`src/rtl/pc_redirect_unit.sv`:
```
// Fetch-side PC register: sequential fetch with valid/ready handshake, branch/jump
// redirect with a timed flush window, pc+4 link value and sticky misalignment flag.
module pc_redirect_unit #(
    parameter int                 WIDTH        = 32,
    parameter logic [WIDTH-1:0]   RESET_PC     = '0,
    parameter int                 FLUSH_CYCLES = 2
) (
    input  logic             clk,
    input  logic             rst_n,
    input  logic             stall,
    input  logic             taken,
    input  logic             jump,
    input  logic [WIDTH-1:0] target,
    input  logic             imem_ready,
    output logic [WIDTH-1:0] pc,
    output logic             pc_valid,
    output logic [WIDTH-1:0] pc_plus4,
    output logic             flush,
    output logic             misalign_err
);

    typedef enum logic [1:0] {
        S_BOOT  = 2'd0,
        S_RUN   = 2'd1,
        S_FLUSH = 2'd2
    } state_t;

    localparam logic [2:0] FLUSH_LOAD = 3'(FLUSH_CYCLES);

    state_t           state_q, state_d;
    logic [WIDTH-1:0] pc_q, pc_d;
    logic [2:0]       cnt_q, cnt_d;
    logic             flush_q, flush_d;
    logic             err_q, err_d;

    logic             active;
    logic             redirect_req;
    logic             aligned;
    logic             redir;

    always_comb begin
        // NOTE: every signal gets a default before any branch, so no path
        // through this block can leave a value unassigned and infer a latch.
        active       = (state_q != S_BOOT);
        redirect_req = taken | jump;
        aligned      = (target[1:0] == 2'b00);
        redir        = active & redirect_req & aligned;
        pc_plus4     = pc_q + WIDTH'(4);

        pc_d    = pc_q;
        cnt_d   = cnt_q;
        state_d = state_q;
        err_d   = err_q | (active & redirect_req & ~aligned);

        // Redirect wins over stall and handshake; the fetch address otherwise
        // only advances once memory has accepted it.
        if (redir) begin
            pc_d = target;
        end else if (stall) begin
            pc_d = pc_q;
        end else if (active && imem_ready) begin
            pc_d = pc_plus4;
        end

        // Counter keeps draining through stalls; a redirect reloads it so
        // back-to-back redirects give an unbroken flush window.
        if (redir) begin
            cnt_d = FLUSH_LOAD;
        end else if (cnt_q != 3'd0) begin
            cnt_d = cnt_q - 3'd1;
        end
        flush_d = (cnt_d != 3'd0);

        case (state_q)
            S_BOOT:  state_d = S_RUN;
            S_RUN:   if (redir) state_d = S_FLUSH;
            S_FLUSH: if (!redir && cnt_d == 3'd0) state_d = S_RUN;
            default: state_d = S_BOOT;
        endcase
    end

    // NOTE: sequential state uses non-blocking assignments so every flop
    // samples its _d value from before the edge, independent of block order.
    always_ff @(posedge clk or negedge rst_n) begin
        if (!rst_n) begin
            state_q <= S_BOOT;
            pc_q    <= RESET_PC;
            cnt_q   <= 3'd0;
            flush_q <= 1'b0;
            err_q   <= 1'b0;
        end else begin
            state_q <= state_d;
            pc_q    <= pc_d;
            cnt_q   <= cnt_d;
            flush_q <= flush_d;
            err_q   <= err_d;
        end
    end

    assign pc           = pc_q;
    assign pc_valid     = (state_q != S_BOOT);
    assign flush        = flush_q;
    assign misalign_err = err_q;

endmodule
```
`config.mk`:
```
export PLATFORM = sky130hd
export DESIGN_NAME = pc_redirect_unit
export DESIGN_NICKNAME = d
export VERILOG_FILES = /design/src/rtl/pc_redirect_unit.sv
export SDC_FILE = /design/constraint.sdc
export NUM_CORES = 1
export LEC_CHECK = 0
export ABC_AREA = 1
export ABC_CLOCK_PERIOD_IN_PS = 3800
export BUFFER_PORTS_ARGS = -buffer_cell sky130_fd_sc_hd__buf_2
export CORE_MARGIN = 5
export CORE_UTILIZATION = 54
export CTS_CLUSTER_DIAMETER = 150
export DETAILED_ROUTE_END_ITERATION = 7
export GPL_TIMING_DRIVEN = 1
export PLACE_DENSITY = 0.85
export SLEW_MARGIN = 20
export SYNTH_ARGS = -nofsm -noshare
export SYNTH_HDL_FRONTEND = slang
export SYNTH_SLANG_ARGS = --single-unit
```
`constraint.sdc`:
```
create_clock -name clk -period 3.8 [get_ports clk]
set_input_delay 0 -clock clk [delete_from_list [all_inputs] [get_ports clk]]
set_output_delay 0 -clock clk [all_outputs]
set_load 0.02 [all_outputs]
```
Yosys cells after proc, flatten, opt, wreduce, memory -nomap -nowiden
Cells that the tools add are included.

Output and inout bits: 67. Register bits after elaboration: 39. Logic and storage cells: 38. Input bits: 38.

Equal/unequal tests: 5. Bitwise gates (word level): 6. Mux-type cells: 8. Reductions and logical operators: 12. Add/subtract/negate cells: 2.

Operators with widths (number): 2-to-1 mux 32 bit (3); adder 32 x 3 -> 32 bit, second input constant (1); 2-to-1 mux 3 bit (2); one-hot mux 2 bit (3 select lines) (1); nonzero test 3 bit (2); zero test 2 bit (2); 2-to-1 mux 2 bit (2); inequality test 2 bit, second input constant (2); AND reduction 2 bit (2); nonzero test 2 bit (2); AND 1 bit (3); zero test 3 bit (1); subtractor 3 x 1 -> 3 bit, second input constant (1); == test 2 x 1 -> 1 bit, second input constant (1); == test 2 bit, second input constant (1); logical AND 1 bit (2); inequality test 2 x 1 -> 1 bit, second input constant (1); OR 1 bit (2); zero test 1 bit (1); NOT 1 bit (1).

Depth between registers and ports, before layout
Gate-level depths: netlist of the first run.

Depth in word-level cells: 8. Gate-level depth with buffers: 11. Gate-level depth less buffers: 11.

Worst setup path after synthesis of the first run
OpenSTA, ideal clock, no wires.

Kind: flip-flop to flip-flop. Start: reg pc_q[3] (netlist: pc[3]). End: reg pc_q[10] (netlist: pc[10]). Stages on the path, launching flop included: 8. Arrival: 1.652 ns. Path buffers: 0. Setup time: 0.068 ns. Slack: 2.079 ns. Cells stage by stage: dfrtp_1 -> ha_1 -> nand2_1 -> nor2_2 -> nand2_4 -> xnor2_1 -> nand2_1 -> nand3_1.

Word-level cells in the longest chain between the ends: 4.

Ends and longest elaborated chain: start: declaration (line 31) `logic [WIDTH-1:0] pc_q, pc_d;`; start signal: assignment (line 93) `pc_q <= pc_d;`; adder 32 x 3 -> 32 bit (line 48) `pc_plus4 = pc_q + WIDTH'(4);`; net pc_plus4[10] (line 17) `output logic [WIDTH-1:0] pc_plus4,`; 2-to-1 mux 32 bit (line 61) `end else if (active && imem_ready) begin`; 2-to-1 mux 32 bit (line 59) `end else if (stall) begin`; 2-to-1 mux 32 bit (line 57) `if (redir) begin`.

The timed path passes the listed nets, and every way through them passes these cells. The select of a mux whose other input is x is not followed. A chain may end at the register's enable or synchronous reset.

Worst setup path after layout of the first run
Start: reg pc_q[3] (netlist: pc[3]). End: out pc_plus4[22].

Word-level cells in the longest chain between the ends: 1.

Ends and longest elaborated chain (line): adder 32 x 3 -> 32 bit (48); end: declaration (17).

No other way between the ends.

==> flow_metrics.env, run 1 <==
export IMPL_drt_pass1_iter_count=5
export IMPL_hold_slack_ps=-1.130
export IMPL_p_int_mw=1.198
export IMPL_wire_per_inst_um=12.84
export IMPL_yosysTopAreaCell="dfrtp_1"
export IMPL_core_area_mm2=0.005140
export IMPL_cts_buffer_depth=2
export IMPL_yosys_top_cells_area="dfrtp_1 (34%), nand2_1 (26%), inv_1 (7.7%)"
export IMPL_pwr_share_seq=0.317
export IMPL_p_leak_nw=2.129
export IMPL_grt_max_degree=40
export IMPL_p_clk_frac=0.146
export IMPL_yosysWarnings=0
export IMPL_fp_dieH_um=82.80
export IMPL_critPathLaunchType="register"
export IMPL_ys_types=25
export IMPL_arrival_ps=1930
export IMPL_reg2reg_depth=9
export IMPL_root_buffer="clkbuf_8"
export IMPL_ys_ff_latch=39
export IMPL_ys_seq_area_frac=0.3411
export IMPL_grt_pass1_wl_um=12920
export IMPL_p_comb_frac=0.537
export IMPL_syn_inst=429
export IMPL_min_delay_path_class="in -> reg"
export IMPL_synth_nets=470
export IMPL_avgSynthCellArea_um2=6.670
export IMPL_clock_skew_ps=6.805
export IMPL_grt_antenna_before_repair=0
export IMPL_boundaryPins=105
export IMPL_start_util=0.5567
export IMPL_hp_start="target[26]"
export IMPL_diodes=0
export IMPL_cp_required_ps=3800
export IMPL_clock_fmax_mhz=518.4
export IMPL_grtUsageTotal=0.2444
export IMPL_finalNetCount=590
export IMPL_finalHoldViolCount=2
export IMPL_worstHoldPathCells=5
export IMPL_htreeDepth=2
export IMPL_multi_input_area_mm2=0.001594
export IMPL_sw_frac_of_total=0.5138
export IMPL_final_common_cell="nand2_1"
export IMPL_critPathKind="reg -> out"
export IMPL_maxCapViolCount=0
export IMPL_worst_slack_ps=1871
export IMPL_p_switching_mw=1.266
export IMPL_rsz0062_at_grt="no"
export IMPL_drtIter0Drc=226
export IMPL_n_fill_cell=436
export IMPL_row_count=26
export IMPL_yosysTopAreaCellShare=0.3411
export IMPL_place_ws_ps=2075
export IMPL_utilization=0.7218
export IMPL_vias=3033
export IMPL_crit_start="pc[3]$_DFFE_PN0P_"
export IMPL_path_clk_slew_ps=80
export IMPL_hpwl_um=5985
export IMPL_antenna_left=0
export IMPL_grt_overflow=0
export IMPL_numPortBuffers=104
export IMPL_slew_headroom=0.4011
export IMPL_violations="negative hold slack"
export IMPL_vias_per_cell=4.892
export IMPL_clk_latency_ps=300
export IMPL_slowest_stage="dfrtp_1"
export IMPL_synthesis_area_mm2=0.002861
export IMPL_cts_buffers=5
export IMPL_cp_slowest_stage_delay_ps=420
export IMPL_gp_congestion=0.9153
export IMPL_fin_crit_ps=1929
export IMPL_post_cts_resize_count=0
export IMPL_finalMaxSlewViolations=0
export IMPL_tightest_slew_ps=898.3
export IMPL_r2r_start="state_q[1]$_DFFE_PN0P_"
export IMPL_final_cell_mix="nand2_1 (197), buf_2 (104), inv_1 (59)"
export IMPL_setup_tns_ps=0
export IMPL_power_density_mw_per_mm2=664.2
export IMPL_path_cells="ha_1, nand2_1, nor2_2, nand2_4, nor2_8, nand3_1, and2_1, buf_2"
export IMPL_wl_um=7961
export IMPL_die_x_um=82.80
export IMPL_cts_tree="yes"
export IMPL_drc_errors=0
export IMPL_status="finished with violations"
export IMPL_die_area_mm2=0.006855
export IMPL_ir_drop_v=0.0004332
export IMPL_period_share=0.5076
export IMPL_area_delta_synth_final_pct=29.65
export IMPL_grt_pass1_vias=2967
export IMPL_total_power_mw=2.464
export IMPL_regArea_um2=975.9
export IMPL_setup_worst_path_end_class="output pin"
export IMPL_cts_sinks=39
export IMPL_setup_viol=0
export IMPL_path_max_fanout=5
export IMPL_drive_above_1_share=0.2709
-- logic make-up (layout without fill, tap and decap cells) --
logic type      after synthesis  after routing  share of synthesized area
xor+xnor                     15             15                    0.06690
flops                        39             39                     0.3411
compound gates               20             20                    0.04241
buf+inv                      71            192                     0.1019
fa+ha+maj                     3              3                    0.01312
simple gates                281            281                     0.4346
-- worst max-delay path: cells and delay by family (launching register included) --
kind	cells	cell delay, ps
buffers and inverters	1	150
adder cells (fa/ha/maj)	1	230
AND/OR/NAND/NOR	6	820
flip-flops	1	420
-- repair_timing --
item / in CTS / in global routing
hold endpoints to repair: 56 / 0
buffers inserted: 0 / 0
hold buffers: 18 / 0
-- metrics by stage --
stage                     std cells  instance area [um^2]  hold WS (ps)
after floorplan                 429                  2861        -295.6
after global placement          594                  3415         174.2
after detailed placement        594                  3415         180.0
after CTS                       620                  3710        0.9155
after global routing            620                  3710         19.04
final                           620                  3710        -1.130
-- sequential cells by signal, indices dropped and copies added (netlist names) --
name          cells
cnt_q             3
flush             1
misalign_err      1
pc               32
state_q           2
-- cells in the mapped netlist (all sizes together) --
master	n
buf	9
o211ai	2
nor2	46
and2	4
inv	61
nor3	1
dfrtp	39
o21bai	1
o21ai	17
xnor2	4
xor2	11
clkbuf	1
ha	3
nand2	207
nand3	23
-- routing by layer --
metal	wire, um	part of all wire	vias to the layer above	GRT usage
li1	-	-	1507	-
met1	3253	0.41	1360	0.2871
met2	3887	0.49	144	0.4407
met3	651	0.082	22	0.05184
met4	169	0.021	0	0.08170
met5	0	0	-	0
-- path summary, 6_finish.rpt --
path	to	slack, ps
setup / recovery	pc_plus4[22]	1870
hold / removal	pc[26]$_DFFE_PN0P_	-1
setup reg to reg	pc[16]$_DFFE_PN0P_	2060
hold reg to reg	misalign_err$_DFF_PN0_	490
max in group asynchronous	cnt_q[2]$_DFF_PN0_	2890
min in group asynchronous	pc[10]$_DFFE_PN0P_	360
-- final cells by class --
class / instances / area share
clock buffers: 5 / 0.01855
clock inverters: 3 / 0.01248
inverters: 61 / 0.06172
multi-input cells: 319 / 0.4297
flip-flops and latches: 39 / 0.2631
well taps: 70 / 0.02361
repair buffers: 123 / 0.1909
-- power by group through the flow --
stage	registers, mW	logic (mW)	clock network, mW
final	0.782	1.32	0.359
after global routing	0.804	1.46	0.377
after CTS	0.774	1.33	0.364
after detailed placement	0.780	1.30	0
after global placement	0.772	1.27	0
after floorplan	0.896	0.738	0
No activity file was read; power rests on OpenSTA's default activity.
==> run 2, diff against run 1 <==
ABC_CLOCK_PERIOD_IN_PS = 1650   (was 3800)
CORE_UTILIZATION = 45   (was 54)
PLACE_DENSITY = 0.76   (was 0.85)
clock period = 1.65 ns   (was 3.8 ns; I/O delays follow)
==> run 2 against run 1 <==
Compared with the run above:
- the run ends with negative hold slack, negative setup slack left
- cell count up 8.5%
- final area rose by 19%
- via count rose by 4.4%
- critical endpoint is now pc_plus4[19]
- largest power group unchanged
==> flow_metrics.env, run 2 (synthesis gave the netlist of run 1 again) <==
export IMPL_p_comb_frac=0.601
export IMPL_vias=3167
export IMPL_r2r_slack_ps=20
export IMPL_arrival_ps=1720
export IMPL_row_count=29
export IMPL_numPortBuffers=104
export IMPL_htreeDepth=2
export IMPL_area_delta_synth_final_pct=54.61
export IMPL_pwr_share_seq=0.257
export IMPL_wire_per_inst_um=13.41
export IMPL_sw_frac_of_total=0.4684
export IMPL_p_int_mw=3.665
export IMPL_utilization=0.7048
export IMPL_boundaryPins=105
export IMPL_drc_errors=0
export IMPL_tightest_slew_ps=777.9
export IMPL_die_area_mm2=0.008053
export IMPL_grt_pass1_wl_um=14880
export IMPL_hold_path_end="pc[25]$_DFFE_PN0P_"
export IMPL_total_power_mw=6.893
export IMPL_root_buffer="clkbuf_8"
export IMPL_p_clk_frac=0.143
export IMPL_critPathKind="reg -> out"
export IMPL_finalNetCount=636
export IMPL_clk_latency_ps=300
export IMPL_min_delay_path_class="in -> reg"
export IMPL_setup_worst_path_end_class="output pin"
export IMPL_cts_sinks=39
export IMPL_grtUsageTotal=0.2193
export IMPL_finalMaxSlewViolations=0
export IMPL_clock_skew_ps=3.179
export IMPL_place_ws_ps=85.33
export IMPL_start_util=0.4559
export IMPL_largest_register_ffs=32
export IMPL_grt_overflow=0
export IMPL_fp_dieH_um=89.74
export IMPL_cts_tree="yes"
export IMPL_core_area_mm2=0.006277
export IMPL_power_density_mw_per_mm2=1558
export IMPL_worstHoldPathCells=5
export IMPL_drive_above_1_share=0.4077
export IMPL_p_leak_nw=2.416
export IMPL_n_fill_cell=538
export IMPL_slew_headroom=0.4814
export IMPL_cts_buffers=5
export IMPL_violations="negative hold slack, negative setup slack"
export IMPL_hold_slack_ps=-5.186
export IMPL_hp_start="target[25]"
export IMPL_reg2reg_depth=12
export IMPL_final_cell_mix="nand2_1 (177), buf_2 (81), inv_1 (58)"
export IMPL_p_switching_mw=3.229
export IMPL_finalHoldViolCount=1
export IMPL_wl_um=9027
export IMPL_antenna_left=0
export IMPL_r2r_start="pc[2]$_DFFE_PN0P_"
export IMPL_drt_pass1_iter_count=4
export IMPL_ir_drop_v=0.001247
export IMPL_path_max_fanout=5
export IMPL_maxCapViolCount=0
export IMPL_hpwl_um=6346
export IMPL_cts_buffer_depth=2
export IMPL_setup_viol=19
export IMPL_grt_pass1_vias=3227
export IMPL_clock_fmax_mhz=580.7
export IMPL_diodes=0
export IMPL_worst_slack_ps=-72.16
export IMPL_grt_max_degree=34
export IMPL_die_x_um=89.74
export IMPL_rsz0062_at_grt="yes"
export IMPL_fin_crit_ps=1722
export IMPL_timing_rr_end="pc[22]$_DFFE_PN0P_"
export IMPL_cp_required_ps=1650
export IMPL_path_clk_slew_ps=80
export IMPL_period_share=1.044
export IMPL_critPathLaunchType="register"
export IMPL_gp_congestion=0.8836
export IMPL_grt_antenna_before_repair=0
export IMPL_drtIter0Drc=112
export IMPL_vias_per_cell=4.706
export IMPL_status="finished with violations"
export IMPL_final_common_cell="nand2_1"
run 2: cell count changes in the layout (fill, tap and decap cells not counted), moves of 18 or more:
cell     change
buf_4       +42
nand2_1     -20
buf_6       +20
nand2_2     +18
buf_2       -23
run 2: how the worst max path moves through the flow:
| stage | from | end | slack, ps | cells after the start |
|---|---|---|---|---|
| global placement | pc[3]$_DFFE_PN0P_ | pc_plus4[22] | 160 | 8 |
| CTS | pc[3]$_DFFE_PN0P_ | pc_plus4[13] | -60 | 7 |
| floorplan | pc[3]$_DFFE_PN0P_ | pc[26]$_DFFE_PN0P_ | 20 | 10 |
| finish | pc[2]$_DFFE_PN0P_ | pc_plus4[19] | -70 | 8 |
| detailed placement | pc[3]$_DFFE_PN0P_ | pc_plus4[22] | 90 | 9 |
| global route | pc[2]$_DFFE_PN0P_ | pc_plus4[27] | -160 | 9 |
run 2: layer usage:
layer / wire length [um] / GRT usage / vias to the layer above
met1: 3635 / 0.2608 / 1439
met3: 621 / 0.05509 / 14
met2: 4621 / 0.3872 / 117
met4: 148 / 0.06423 / 0
met5: 0 / 0 / -
li1: - / - / 1597
run 2: cell type report:
cell class | instances | area (um^2) | area share
clock buffers | 5 | 68.82 | 0.01555
flip-flops and latches | 39 | 993.5 | 0.2245
inverters | 61 | 234.0 | 0.05288
clock inverters | 3 | 67.56 | 0.01527
repair buffers | 169 | 1214 | 0.2743
well taps | 77 | 96.34 | 0.02178
multi-input cells | 319 | 1750 | 0.3956
run 2: timing repair:
item | CTS | global route
hold buffers | 24 | 0
endpoints found under the hold margin | 53 | 0
pin swaps | 21 | 17
resized for setup | 64 | 38
setup buffers | 15 | 15
setup endpoints to repair | 23 | 27
run 2: through the flow:
stage,setup TNS [ps],hold WS (ps),cells,instance area (um^2)
CTS,-567.7,1.407,658,4202
floorplan,0,-295.6,429,2872
global placement,0,115.7,611,3521
finish,-662.2,-5.186,673,4424
global route,-2501,33.97,673,4424
detailed placement,0,123.3,611,3521
run 2: power by group through the flow:
stage / logic (mW) / clock network (mW) / registers [mW]
2_1_floorplan: 1.71 / 0 / 2.07
3_3_place_gp: 3.09 / 0 / 1.75
3_5_place_dp: 3.13 / 0 / 1.76
4_1_cts: 3.75 / 0.996 / 1.73
5_1_grt: 4.52 / 1.04 / 1.82
6_report: 4.14 / 0.985 / 1.77
run 2: critical path, cell delays in order (launching register included):
cell and delay [ps]:
dfrtp_2 410, buf_6 130, inv_6 40, nor2_4 160, nand2_4 140, nor2_8 200, nand3_1 110, nand2_2 110
buf_6 120
==> run 3, diff against run 2 <==
ABC_CLOCK_PERIOD_IN_PS = 1700   (was 1650)
CORE_UTILIZATION = 50   (was 45)
PLACE_DENSITY = 0.8   (was 0.76)
REMOVE_ABC_BUFFERS = 1   (was not set)
clock period = 1.7 ns   (was 1.65 ns; I/O delays follow)
==> run 3 against run 2 <==
Compared with the run above:
- the flow still finishes with violations (negative hold slack, negative setup slack)
- clock skew rose by 7.4 ps
- combinational power fell by 7.5%
- critical path depth rose by 1
- clock power fell by 30%
- non-clock buffer count fell by 19
- core utilization rose by 5.1 points
- die area fell by 8.9%
- total power fell by 9.4%
- final area fell by 5.3%
- sequential share of layout area rose by 1.2 points
- critical path type unchanged
- largest cell class unchanged
- highest routed layer unchanged
==> flow_metrics.env, run 3 (synthesis gave the netlist of run 1 again) <==
export IMPL_sw_frac_of_total=0.4974
export IMPL_clock_fmax_mhz=568.3
export IMPL_grt_pass1_vias=3074
export IMPL_maxCapViolCount=0
export IMPL_min_delay_path_class="in -> reg"
export IMPL_wire_per_inst_um=14.32
export IMPL_reg2reg_depth=11
export IMPL_hold_slack_ps=-0.7233
export IMPL_drive_above_1_share=0.3778
export IMPL_clock_skew_ps=10.61
export IMPL_rsz0062_at_grt="yes"
export IMPL_worstHoldPathCells=5
export IMPL_finalNetCount=617
export IMPL_cp_required_ps=1700
export IMPL_path_max_fanout=4
export IMPL_diodes=0
export IMPL_worst_slack_ps=-59.49
export IMPL_place_area_mm2=0.003495
export IMPL_hold_path_end="pc[19]$_DFFE_PN0P_"
export IMPL_p_comb_frac=0.614
export IMPL_start_util=0.5165
export IMPL_r2r_slack_ps=40
export IMPL_finalHoldViolCount=1
export IMPL_status="finished with violations"
export IMPL_vias=3215
export IMPL_setup_viol=11
export IMPL_arrival_ps=1760
export IMPL_die_x_um=85.65
export IMPL_cts_buffer_depth=2
export IMPL_drc_errors=0
export IMPL_p_clk_frac=0.111
export IMPL_setup_worst_path_end_class="output pin"
export IMPL_htreeDepth=2
export IMPL_fp_dieH_um=85.65
export IMPL_grt_overflow=0
export IMPL_hpwl_um=6155
export IMPL_drt_pass1_iter_count=4
export IMPL_clk_latency_ps=300
export IMPL_p_int_mw=3.139
export IMPL_pwr_share_seq=0.276
export IMPL_violations="negative hold slack, negative setup slack"
export IMPL_hp_start="target[19]"
export IMPL_cts_sinks=39
export IMPL_largest_register_ffs=32
export IMPL_finalMaxSlewViolations=0
export IMPL_critPathKind="reg -> out"
export IMPL_final_common_cell="nand2_1"
export IMPL_wl_um=9295
export IMPL_drtIter0Drc=215
export IMPL_period_share=1.035
export IMPL_antenna_left=0
export IMPL_core_area_mm2=0.005540
export IMPL_tightest_slew_ps=516.2
export IMPL_critPathLaunchType="register"
export IMPL_p_leak_nw=2.334
export IMPL_grtUsageTotal=0.2386
export IMPL_numPortBuffers=104
export IMPL_slew_headroom=0.6559
export IMPL_p_switching_mw=3.107
export IMPL_cts_tree="yes"
export IMPL_place_ws_ps=140.1
export IMPL_cts_buffers=5
export IMPL_crit_start="pc[3]$_DFFE_PN0P_"
export IMPL_highest_layer="met4"
export IMPL_path_clk_slew_ps=90
export IMPL_ir_drop_v=0.001207
export IMPL_vias_per_cell=4.954
export IMPL_wl_met1_um=3601
export IMPL_area_delta_synth_final_pct=46.35
export IMPL_power_density_mw_per_mm2=1492
export IMPL_root_buffer="clkbuf_8"
export IMPL_row_count=27
export IMPL_grt_max_degree=22
export IMPL_die_area_mm2=0.007336
export IMPL_r2r_start="pc[3]$_DFFE_PN0P_"
export IMPL_setup_tns_ps=-328.8
export IMPL_detailroute_wirelength_met2_um=4796
export IMPL_grt_pass1_wl_um=14100
export IMPL_fin_crit_ps=1759
export IMPL_gp_congestion=0.9086
export IMPL_grt_antenna_before_repair=0
export IMPL_final_cell_mix="nand2_1 (179), buf_2 (81), inv_1 (59)"
export IMPL_timing_rr_end="pc[29]$_DFFE_PN0P_"
export IMPL_fin_area_mm2=0.004188
export IMPL_wl_met3_um=611
export IMPL_boundaryPins=105
## run 3: cell count changes in the layout (fill, tap and decap cells not counted), sizes merged
| cell | change |
|---|---|
| clkbuf | +1 |
| buf | -10 |
| clkinv | +1 |
| bufinv | -2 |
| dlygate4sd3 | -9 |
## run 3: routing by layer
layer / GRT usage / vias up
li1: - / 1567
met1: 0.2955 / 1485
met2: 0.4167 / 135
met3: 0.04035 / 28
met4: 0.08633 / 0
met5: 0 / -
## run 3: repair_timing
action / 4_1_cts / 5_1_grt
gates resized for setup: 27 / 60
hold buffers: 15 / 0
endpoints found under the setup margin: 16 / 23
pin swaps: 7 / 22
endpoints found under the hold margin: 33 / 0
buffers inserted: 8 / 15
## run 3: through the flow
step | util | power (mW) | std cells
after floorplan | - | 3.628 | 419
after global placement | 0.6308 | 4.648 | 603
after detailed placement | 0.6308 | 4.731 | 603
after CTS | 0.6994 | 5.678 | 634
after global routing | 0.7559 | 6.663 | 649
final | 0.7559 | 6.246 | 649
## run 3: cell type report
class | count | area (um^2)
multi-input cells | 319 | 1723
fillers | 397 | 1353
repair buffers | 150 | 1057
flip-flops and latches | 39 | 989.7
inverters | 61 | 229.0
well taps | 72 | 90.09
clock buffers | 6 | 82.58
clock inverters | 2 | 16.27
## run 3: power by group through the flow
stage          combinational [mW]  sequential, mW  clock, mW
2_1_floorplan                1.63            2.00          0
3_3_place_gp                 2.94            1.71          0
3_5_place_dp                 3.00            1.73          0
4_1_cts                      3.28            1.70      0.699
5_1_grt                      4.17            1.77      0.730
6_report                     3.83            1.72      0.691
## run 3: how the worst max path moves through the flow
stage	slack, ps	endpoint
detailed placement	140	pc_plus4[22]
floorplan	-30	state_q[0]$_DFFE_PN0P_
CTS	-50	pc_plus4[22]
finish	-60	pc_plus4[29]
global placement	190	pc_plus4[22]
global route	-130	pc_plus4[29]
## run 3: critical path, stage by stage (launching register included)
cell and delay (ps):
dfrtp_1 420, buf_6 130, nand2_4 40, nor2_4 180, nand2_4 140, nor2_4 170, nand2_1 70, nand2_1 80
nand2_2 80, buf_6 130
